===== src/rtl/modulo_temporizador_regressivo_pkg.sv =====
// Shared definitions for the MM:SS countdown timer: FSM encoding, BCD
// digit limits, field offsets of the 16-bit packing and the preset clamp.
package pkg_temporizador;

    typedef enum logic [1:0] {
        IDLE  = 2'd0,
        RUN   = 2'd1,
        PAUSE = 2'd2,
        DONE  = 2'd3
    } estado_t;

    localparam logic [3:0] BCD_MAX_UNI     = 4'd9;
    localparam logic [3:0] BCD_MAX_DEZ_SEG = 4'd5;

    // Bit offsets of each digit inside {min_tens, min_units, sec_tens, sec_units}
    localparam int OFS_SEG_UNI = 0;
    localparam int OFS_SEG_DEZ = 4;
    localparam int OFS_MIN_UNI = 8;
    localparam int OFS_MIN_DEZ = 12;

    // Saturate one digit at its maximum legal value
    function automatic logic [3:0] clamp_digit(input logic [3:0] d, input logic [3:0] max_v);
        logic [3:0] r;
        if (d > max_v) begin
            r = max_v;
        end else begin
            r = d;
        end
        return r;
    endfunction

    // Force an arbitrary preset into a legal MM:SS BCD value
    function automatic logic [15:0] clamp_preset(input logic [15:0] p);
        logic [15:0] r;
        r[OFS_MIN_DEZ +: 4] = clamp_digit(p[OFS_MIN_DEZ +: 4], BCD_MAX_UNI);
        r[OFS_MIN_UNI +: 4] = clamp_digit(p[OFS_MIN_UNI +: 4], BCD_MAX_UNI);
        r[OFS_SEG_DEZ +: 4] = clamp_digit(p[OFS_SEG_DEZ +: 4], BCD_MAX_DEZ_SEG);
        r[OFS_SEG_UNI +: 4] = clamp_digit(p[OFS_SEG_UNI +: 4], BCD_MAX_UNI);
        return r;
    endfunction

endpackage


===== src/rtl/modulo_temporizador_regressivo_decrementa_bcd.sv =====
// One BCD digit of the countdown borrow chain. Purely combinational: the
// owning module holds the register. When enabled and asked to decrement,
// a zero digit wraps to MAX and propagates a borrow to the next digit.
module modulo_decrementa_bcd
    import pkg_temporizador::*;
#(
    parameter logic [3:0] MAX = 4'd9
) (
    input  logic       en,
    input  logic       borrow_in,
    input  logic [3:0] digit_in,
    output logic [3:0] digit,
    output logic       borrow_out
);

    // Decrement with wrap-around and borrow generation
    always_comb begin
        digit      = digit_in;
        borrow_out = 1'b0;
        if (en && borrow_in) begin
            if (digit_in == 4'd0) begin
                digit      = MAX;
                borrow_out = 1'b1;
            end else begin
                digit      = digit_in - 4'd1;
                borrow_out = 1'b0;
            end
        end else begin
            digit      = digit_in;
            borrow_out = 1'b0;
        end
    end

endmodule


===== src/rtl/modulo_temporizador_regressivo.sv =====
// MM:SS countdown timer. A divider tap is synchronised, edge-detected into
// a one-cycle tick and used to decrement a 4-digit BCD count under control
// of a start/pause/load FSM. All outputs are registered.
module modulo_temporizador_regressivo
    import pkg_temporizador::*;
#(
    parameter int TAP_SEL     = 19,
    parameter int SYNC_STAGES = 2
) (
    input  logic        clk,
    input  logic        clr,
    input  logic [19:0] q_div,
    input  logic        start,
    input  logic        pause,
    input  logic        load,
    input  logic [15:0] preset,
    output logic [15:0] tempo,
    output logic        done,
    output logic        running
);

    logic [SYNC_STAGES-1:0] sync_r;
    logic                   edge_r;
    logic                   tick_s;
    logic                   unused_div_s;

    estado_t                state_r;
    estado_t                state_nxt_s;
    logic [15:0]            tempo_r;
    logic [15:0]            tempo_nxt_s;
    logic                   done_r;
    logic                   running_r;
    logic                   done_nxt_s;
    logic                   running_nxt_s;

    logic                   dec_en_s;
    logic [15:0]            dec_s;
    logic                   borrow_su_s;
    logic                   borrow_st_s;
    logic                   borrow_mu_s;
    logic                   borrow_mt_s;
    logic [15:0]            preset_cl_s;

    // Only one tap is used; the remaining divider bits are folded away
    assign unused_div_s = ^q_div;

    // Tap synchroniser and edge flop
    always_ff @(posedge clk) begin
        if (!clr) begin
            sync_r <= '0;
            edge_r <= 1'b0;
        end else begin
            sync_r <= {sync_r[SYNC_STAGES-2:0], q_div[TAP_SEL]};
            edge_r <= sync_r[SYNC_STAGES-1];
        end
    end

    assign tick_s      = sync_r[SYNC_STAGES-1] & ~edge_r;
    assign preset_cl_s = clamp_preset(preset);

    // A tick only counts in RUN and is dropped when pause arrives with it
    assign dec_en_s = (state_r == RUN) && tick_s && !pause;

    modulo_decrementa_bcd #(.MAX(BCD_MAX_UNI)) u_seg_uni (
        .en         (dec_en_s),
        .borrow_in  (1'b1),
        .digit_in   (tempo_r[OFS_SEG_UNI +: 4]),
        .digit      (dec_s[OFS_SEG_UNI +: 4]),
        .borrow_out (borrow_su_s)
    );

    modulo_decrementa_bcd #(.MAX(BCD_MAX_DEZ_SEG)) u_seg_dez (
        .en         (dec_en_s),
        .borrow_in  (borrow_su_s),
        .digit_in   (tempo_r[OFS_SEG_DEZ +: 4]),
        .digit      (dec_s[OFS_SEG_DEZ +: 4]),
        .borrow_out (borrow_st_s)
    );

    modulo_decrementa_bcd #(.MAX(BCD_MAX_UNI)) u_min_uni (
        .en         (dec_en_s),
        .borrow_in  (borrow_st_s),
        .digit_in   (tempo_r[OFS_MIN_UNI +: 4]),
        .digit      (dec_s[OFS_MIN_UNI +: 4]),
        .borrow_out (borrow_mu_s)
    );

    // The final borrow never fires because 00:00 is never decremented
    modulo_decrementa_bcd #(.MAX(BCD_MAX_UNI)) u_min_dez (
        .en         (dec_en_s),
        .borrow_in  (borrow_mu_s),
        .digit_in   (tempo_r[OFS_MIN_DEZ +: 4]),
        .digit      (dec_s[OFS_MIN_DEZ +: 4]),
        .borrow_out (borrow_mt_s)
    );

    // State, count and decoded output registers
    always_ff @(posedge clk) begin
        if (!clr) begin
            state_r   <= IDLE;
            tempo_r   <= 16'h0000;
            done_r    <= 1'b0;
            running_r <= 1'b0;
        end else begin
            state_r   <= state_nxt_s;
            tempo_r   <= tempo_nxt_s;
            done_r    <= done_nxt_s;
            running_r <= running_nxt_s;
        end
    end

    // Next state and next count; priority is load > pause > start
    always_comb begin
        state_nxt_s = state_r;
        tempo_nxt_s = tempo_r;
        case (state_r)
            IDLE: begin
                if (load) begin
                    tempo_nxt_s = preset_cl_s;
                    state_nxt_s = IDLE;
                end else if (pause) begin
                    state_nxt_s = IDLE;
                end else if (start && (tempo_r != 16'h0000)) begin
                    state_nxt_s = RUN;
                end else begin
                    state_nxt_s = IDLE;
                end
            end
            RUN: begin
                if (pause) begin
                    state_nxt_s = PAUSE;
                end else if (dec_en_s) begin
                    tempo_nxt_s = dec_s;
                    if (dec_s == 16'h0000) begin
                        state_nxt_s = DONE;
                    end else begin
                        state_nxt_s = RUN;
                    end
                end else begin
                    state_nxt_s = RUN;
                end
            end
            PAUSE: begin
                if (load) begin
                    tempo_nxt_s = preset_cl_s;
                    state_nxt_s = IDLE;
                end else if (pause) begin
                    state_nxt_s = PAUSE;
                end else if (start) begin
                    state_nxt_s = RUN;
                end else begin
                    state_nxt_s = PAUSE;
                end
            end
            DONE: begin
                if (load) begin
                    tempo_nxt_s = preset_cl_s;
                    state_nxt_s = IDLE;
                end else begin
                    state_nxt_s = DONE;
                end
            end
            default: begin
                state_nxt_s = IDLE;
                tempo_nxt_s = 16'h0000;
            end
        endcase
    end

    // Decode status flags from the next state so they move with the state
    always_comb begin
        done_nxt_s    = 1'b0;
        running_nxt_s = 1'b0;
        case (state_nxt_s)
            RUN: begin
                running_nxt_s = 1'b1;
            end
            DONE: begin
                done_nxt_s = 1'b1;
            end
            default: begin
                done_nxt_s    = 1'b0;
                running_nxt_s = 1'b0;
            end
        endcase
    end

    assign tempo   = tempo_r;
    assign done    = done_r;
    assign running = running_r;

endmodule


===== config.mk =====
export PLATFORM = sky130hd
export DESIGN_NAME = modulo_temporizador_regressivo
export DESIGN_NICKNAME = d
export VERILOG_FILES = /design/src/rtl/modulo_temporizador_regressivo_pkg.sv /design/src/rtl/modulo_temporizador_regressivo_decrementa_bcd.sv /design/src/rtl/modulo_temporizador_regressivo.sv
export SDC_FILE = /design/constraint.sdc
export NUM_CORES = 1
export LEC_CHECK = 0
export CAP_MARGIN = 20
export CORE_MARGIN = 3
export CORE_UTILIZATION = 39
export DETAILED_ROUTE_END_ITERATION = 8
export HOLD_SLACK_MARGIN = 0.02
export PLACE_DENSITY = 0.76
export SLEW_MARGIN = 20
export SYNTH_ARGS = -nofsm -noshare
export SYNTH_HDL_FRONTEND = slang
export SYNTH_HIERARCHICAL = 1
export SYNTH_SLANG_ARGS = --single-unit

===== constraint.sdc =====
create_clock -name clk -period 4.4 [get_ports clk]
set_clock_uncertainty 0.15 [all_clocks]
set_input_delay 0.88 -clock clk [delete_from_list [all_inputs] [get_ports clk]]
set_output_delay 0.88 -clock clk [all_outputs]
set_load 0.05 [all_outputs]

# --- Yosys cells after proc, flatten, opt, wreduce, memory -nomap -nowiden ---
# Cells that the tools add are included.
op_classes:
  n_div: 0
  mux: 35
  magnitude_cmp: 4
  n_eq_ne: 8
  addsub: 4
  reduce_logical: 16
  mul: 0
  shift: 0
  bitwise: 2
ops:
  columns: ["op", "count"]
  rows:
  - ["two-way mux 16 bit", 3]
  - ["two-way mux 4 bit", 12]
  - ["one-hot mux 16 bit (2 select lines)", 1]
  - ["zero test 16 bit", 1]
  - ["zero test 4 bit", 4]
  - ["nonzero test 16 bit", 1]
  - ["subtractor 4 x 1 -> 4 bit (second input constant)", 4]
  - ["two-way mux 2 bit", 7]
  - ["> comparator 4 bit (second input constant)", 3]
  - ["two-way mux 1 bit", 11]
  - ["one-hot mux 2 bit (4 select lines)", 1]
  - ["== test 2 bit (second input constant)", 3]
  - ["logical AND 1 bit", 6]
  - ["== test 2 x 1 -> 1 bit (second input constant)", 2]
  - ["> comparator 4 x 3 -> 1 bit (second input constant)", 1]
  - ["inequality test 2 x 1 -> 1 bit (second input constant)", 2]
  - ["AND reduction 3 bit", 1]
  - ["OR reduction 3 bit", 1]
  - ["zero test 2 bit", 1]
  - ["inequality test 2 bit (second input constant)", 1]
  - ["AND 1 bit", 1]
  - ["zero test 1 bit", 1]
  - ["NOT 1 bit", 1]
totals:
  in_bits: 41
  elab_cells: 75
  mem_count: 0
  mem_bits_rw: 0
  latchBits: 0
  ff_bits: 23
  rom_bits: 0
  out_inout_bits: 18

# --- Logic depth before layout (Yosys ltp) ---
depth:
  ltp_word: 18
  depth_mapped: 17
  depth_no_buf: 17

# --- Hierarchy ---
# The synthesis kept the hierarchy.
by_module_without_submodules:
  columns: ["module", "n_inst", "area_each_um2", "seq_area_each_um2", "cells_each"]
  rows:
  - ["modulo_temporizador_regressivo", 1, 1152.4, 460.4, 134]
  - ["modulo_decrementa_bcd (u_min_dez ...)", 3, 85.1, 0.0, 12]
  - ["modulo_decrementa_bcd (u_seg_dez)", 1, 86.3, 0.0, 11]

# --- Worst setup path after synthesis ---
# OpenSTA, ideal clock, no wires.
synth_timing:
  kind: "in2reg"
  from: "input pause"
  to: "register done_r (netlist: done)"
  n_path_buf: 0
  path_slack_ns: 0.103
  required_ns: 4.191
  cell_stages: 17
  arrival_ns: 4.089
  setup_ns: 0.059
  path_cell_list: "nor4b_4 > and2_1 > nand2_2 > nor4_2 > nor2b_1 > and4bb_2 > nor3b_2 > nand2_2 > nor4_2 > nor2b_1 > nand2_2 > nor3_1 > mux2_2 > nor3_1 > nand4b_1 > o22ai_1 > o211a_1"
synth_via:
  elab_chain_cells: 16
  word_cells_on_any_way: 23
  classes_between: "eq/ne (1); mux (16); reduce/logical (6)"
synth_lines:
  columns: ["item", "line", "text"]
  rows:
  - ["start, declared", "modulo_temporizador_regressivo.sv:14", "input logic pause,"]
  - ["zero test 1 bit", "modulo_temporizador_regressivo.sv:62", "assign dec_en_s = (state_r == RUN) && tick_s && !pause;"]
  - ["logical AND 1 bit", "modulo_temporizador_regressivo.sv:62", null]
  - ["net dec_en_s", "modulo_temporizador_regressivo.sv:36", "logic dec_en_s;"]
  - ["two-way mux 1 bit", "modulo_temporizador_regressivo_decrementa_bcd.sv:20", "if (en && borrow_in) begin"]
  - ["net borrow_su_s", "modulo_temporizador_regressivo.sv:38", "logic borrow_su_s;"]
  - ["logical AND 1 bit", "modulo_temporizador_regressivo_decrementa_bcd.sv:20", null]
  - ["two-way mux 1 bit", "modulo_temporizador_regressivo_decrementa_bcd.sv:20", null]
  - ["net borrow_st_s", "modulo_temporizador_regressivo.sv:39", "logic borrow_st_s;"]
  - ["[2 not listed]", null, null]
  - ["net borrow_mu_s", "modulo_temporizador_regressivo.sv:40", "logic borrow_mu_s;"]
  - ["[2 not listed]", null, null]
  - ["net dec_s[14]", "modulo_temporizador_regressivo.sv:37", "logic [15:0] dec_s;"]
  - ["zero test 16 bit", "modulo_temporizador_regressivo.sv:134", "if (dec_s == 16'h0000) begin"]
  - ["two-way mux 2 bit", "modulo_temporizador_regressivo.sv:134", null]
  - ["two-way mux 2 bit", "modulo_temporizador_regressivo.sv:132", "end else if (dec_en_s) begin"]
  - ["two-way mux 2 bit", "modulo_temporizador_regressivo.sv:130", "if (pause) begin"]
  - ["one-hot mux 2 bit (4 select lines)", "modulo_temporizador_regressivo.sv:116", "case (state_r)"]
  - ["== test 2 bit", "modulo_temporizador_regressivo.sv:174", "case (state_nxt_s)"]
  - ["two-way mux 1 bit", "modulo_temporizador_regressivo.sv:174", null]
  - ["end signal, assigned", "modulo_temporizador_regressivo.sv:107", "done_r <= done_nxt_s;"]
  - ["end, declared", "modulo_temporizador_regressivo.sv:31", "logic done_r;"]
# The timed path passes the listed nets, and every way through them passes these cells.
# A chain may end at the register's enable or synchronous reset.

# --- Final worst setup path ---
# Ends and elaborated chain as after synthesis.

==> results.cfg <==
[outcome]
status = completed

[layout]
n_fill_cell = 321
final_area_um2 = 2117
final_nets = 273
final_util = 0.6058
drive_above_1_share = 0.1688
antenna_cells = 0
area_growth_pct = 42.30
instances_no_fill = 277

[setup_path]
crit_required_ns = 4.47
cp_cell_sequence = dlymetal6s2s_1 -> nor4b_4 -> and2_4 -> nand2_2 -> nor4_4 -> nor2b_4 -> and4bb_2 -> nor3b_4 -> nand2_2 -> nor4_4 -> nor2b_2 -> nand2_2 -> nor3_1 -> mux2_2 -> nor3_2 -> nand4b_1 -> o22ai_2 -> o211a_1
cp_top_family = simple AND/OR/NAND/NOR gates
critical_path.max_stage_delay_ns = 0.38
slowest_stage = mux2_2
cp_common_cell = nand2_2
end_kind = flop
crit_fanout = 3
path_buf_inv = 1
start_kind = input pin
critPathKind = input pin to flop
crit_start = pause
worstPathArrival_ns = 4.07
r2r_start = state_r[1]$_SDFF_PN0_

[power_and_ir_drop]
vdd_drop_max_mv = 0.1505
p_per_area_nw_per_um2 = 258.5
p_total_mw = 0.5473
p_leak_nw = 0.8716

[timing]
timing.fmax_mhz = 249.5
drv_slew = 0
setup_viol = 0
timing.hold.ws_ns = 0.2897
rsz0062_at_grt = false
hold_viol = 0
slew_headroom = 0.3349
finalSetupTns_ns = 0
period_needed_ns = 4.009
setup_ws_ns = 0.3912
fin_crit_sh = 0.9111
worstMarginPinSlew_ns = 0.9956

[clock_network]
htreeDepth = 1
cts_tree = done
cts_max_path_buffers = 2
clkSlewWorstSetupHoldPaths_ns = 0.08
cts.sinks = 23
clock_latency_ns = 0.27
cts_root_buf = clkbuf_8
holdBufCountCts = 0
numCtsBuffers = 3

[floorplanning]
core_area_um2 = 3495
pin_count = 59
fp.dieW_um = 67.76
die_area_um2 = 4591
initial_core_util = 0.4257
num_rows = 21
fp.dieH_um = 67.76

[routing]
via_count = 1511
ant_nets = 0
drtIter0Drc = 115
drc = 0
first_pass_iters = 4
wl_per_cell_um = 13.64
vias_per_cell = 5.455
drt_wl_total_mm = 3.777

[placement]
portBuffers = 39
dp_slack_ns = -0.3024
place.gp.congestion = 0.8379
placedInstanceArea_um2 = 1997
dp.cells = 271
hpwl_mm = 2.665

[yosys]
synth_area_per_cell_um2 = 8.265
syn_inst = 180
synth_fp_nets = 221
yosysWarningCount = 6
netlist_area_um2 = 1488

[global_routing]
grt_pass1_vias = 1374
grtUsageTotal = 0.1709
overflow = 0
grt_max_degree = 23
grt_pass1_wl_mm = 6.065
antenna_found_initial = 0

[hold_path]
min-delay-start = sync_r[0]$_SDFF_PN0_
hp-class = flop to flop

[run]
maxCapViolCount = 0
## worst paths after layout
check | to | slack (ns) | cells after the start
max reg2reg | done$_SDFF_PN0_ | 0.70 | 17
max | done$_SDFF_PN0_ | 0.39 | 18
min | sync_r[1]$_SDFF_PN0_ | 0.29 | 1
min reg2reg | sync_r[1]$_SDFF_PN0_ | 0.29 | 1
## report_power, final
| group | leakage, nW | switching (mW) | total (mW) | internal, mW |
|---|---|---|---|---|
| Combinational | 0.657 | 0.0892 | 0.163 | 0.0735 |
| Clock | 0.0255 | 0.0733 | 0.137 | 0.0633 |
| Sequential | 0.190 | 0.0264 | 0.248 | 0.221 |
| Total | 0.872 | 0.189 | 0.547 | 0.358 |
## sequential cells by signal, summed over array words and instances (netlist names)
signal,flops
edge_r,1
tempo,16
state_r,2
done,1
sync_r,2
running,1
## routing by layer
metal  global-route usage  routed length, um  up-vias
met2               0.2916               1855       37
met3              0.02163                112        5
li1                     -                  -      773
met5                    0                  0        -
met4              0.05570                 34        0
met1               0.2207               1774      696
## cells in the final DEF, fill, tap and decap left out, types with 2 or more instances in the layout
| master | count |
|---|---|
| clkdlybuf4s50_1 | 38 |
| dfxtp_1 | 23 |
| nand2_1 | 21 |
| buf_4 | 15 |
| nand3b_1 | 10 |
| nand3_1 | 10 |
| o211a_1 | 10 |
| nor2_1 | 10 |
| o21ai_0 | 6 |
| nor4_1 | 6 |
| nor3_1 | 6 |
| nor2b_1 | 5 |
| and2_1 | 5 |
| xnor2_1 | 5 |
| a21boi_1 | 4 |
| nand2_2 | 4 |
| nand2b_1 | 3 |
| o211ai_1 | 3 |
| a21oi_1 | 3 |
| clkbuf_8 | 3 |
| mux2_2 | 3 |
| or4_1 | 3 |
| xor2_1 | 3 |
| nor4_2 | 2 |
| nor4_4 | 2 |
| inv_1 | 2 |
## final cells by class
type | instances | area (um2) | area share
multi-input combinational | 148 | 1040 | 0.4911
timing repair buffer | 54 | 505.5 | 0.2388
sequential | 23 | 460.4 | 0.2175
tap | 46 | 57.56 | 0.02719
clock buffer | 3 | 41.29 | 0.01950
inverter | 2 | 7.507 | 0.003546
clock inverter | 1 | 5.005 | 0.002364
## repair_timing
action,CTS,global route
gates resized for setup,1,11
setup buffers,0,2
pin swaps,0,4
endpoints found under the setup margin,2,5
(Power assumes the default switching activity.)
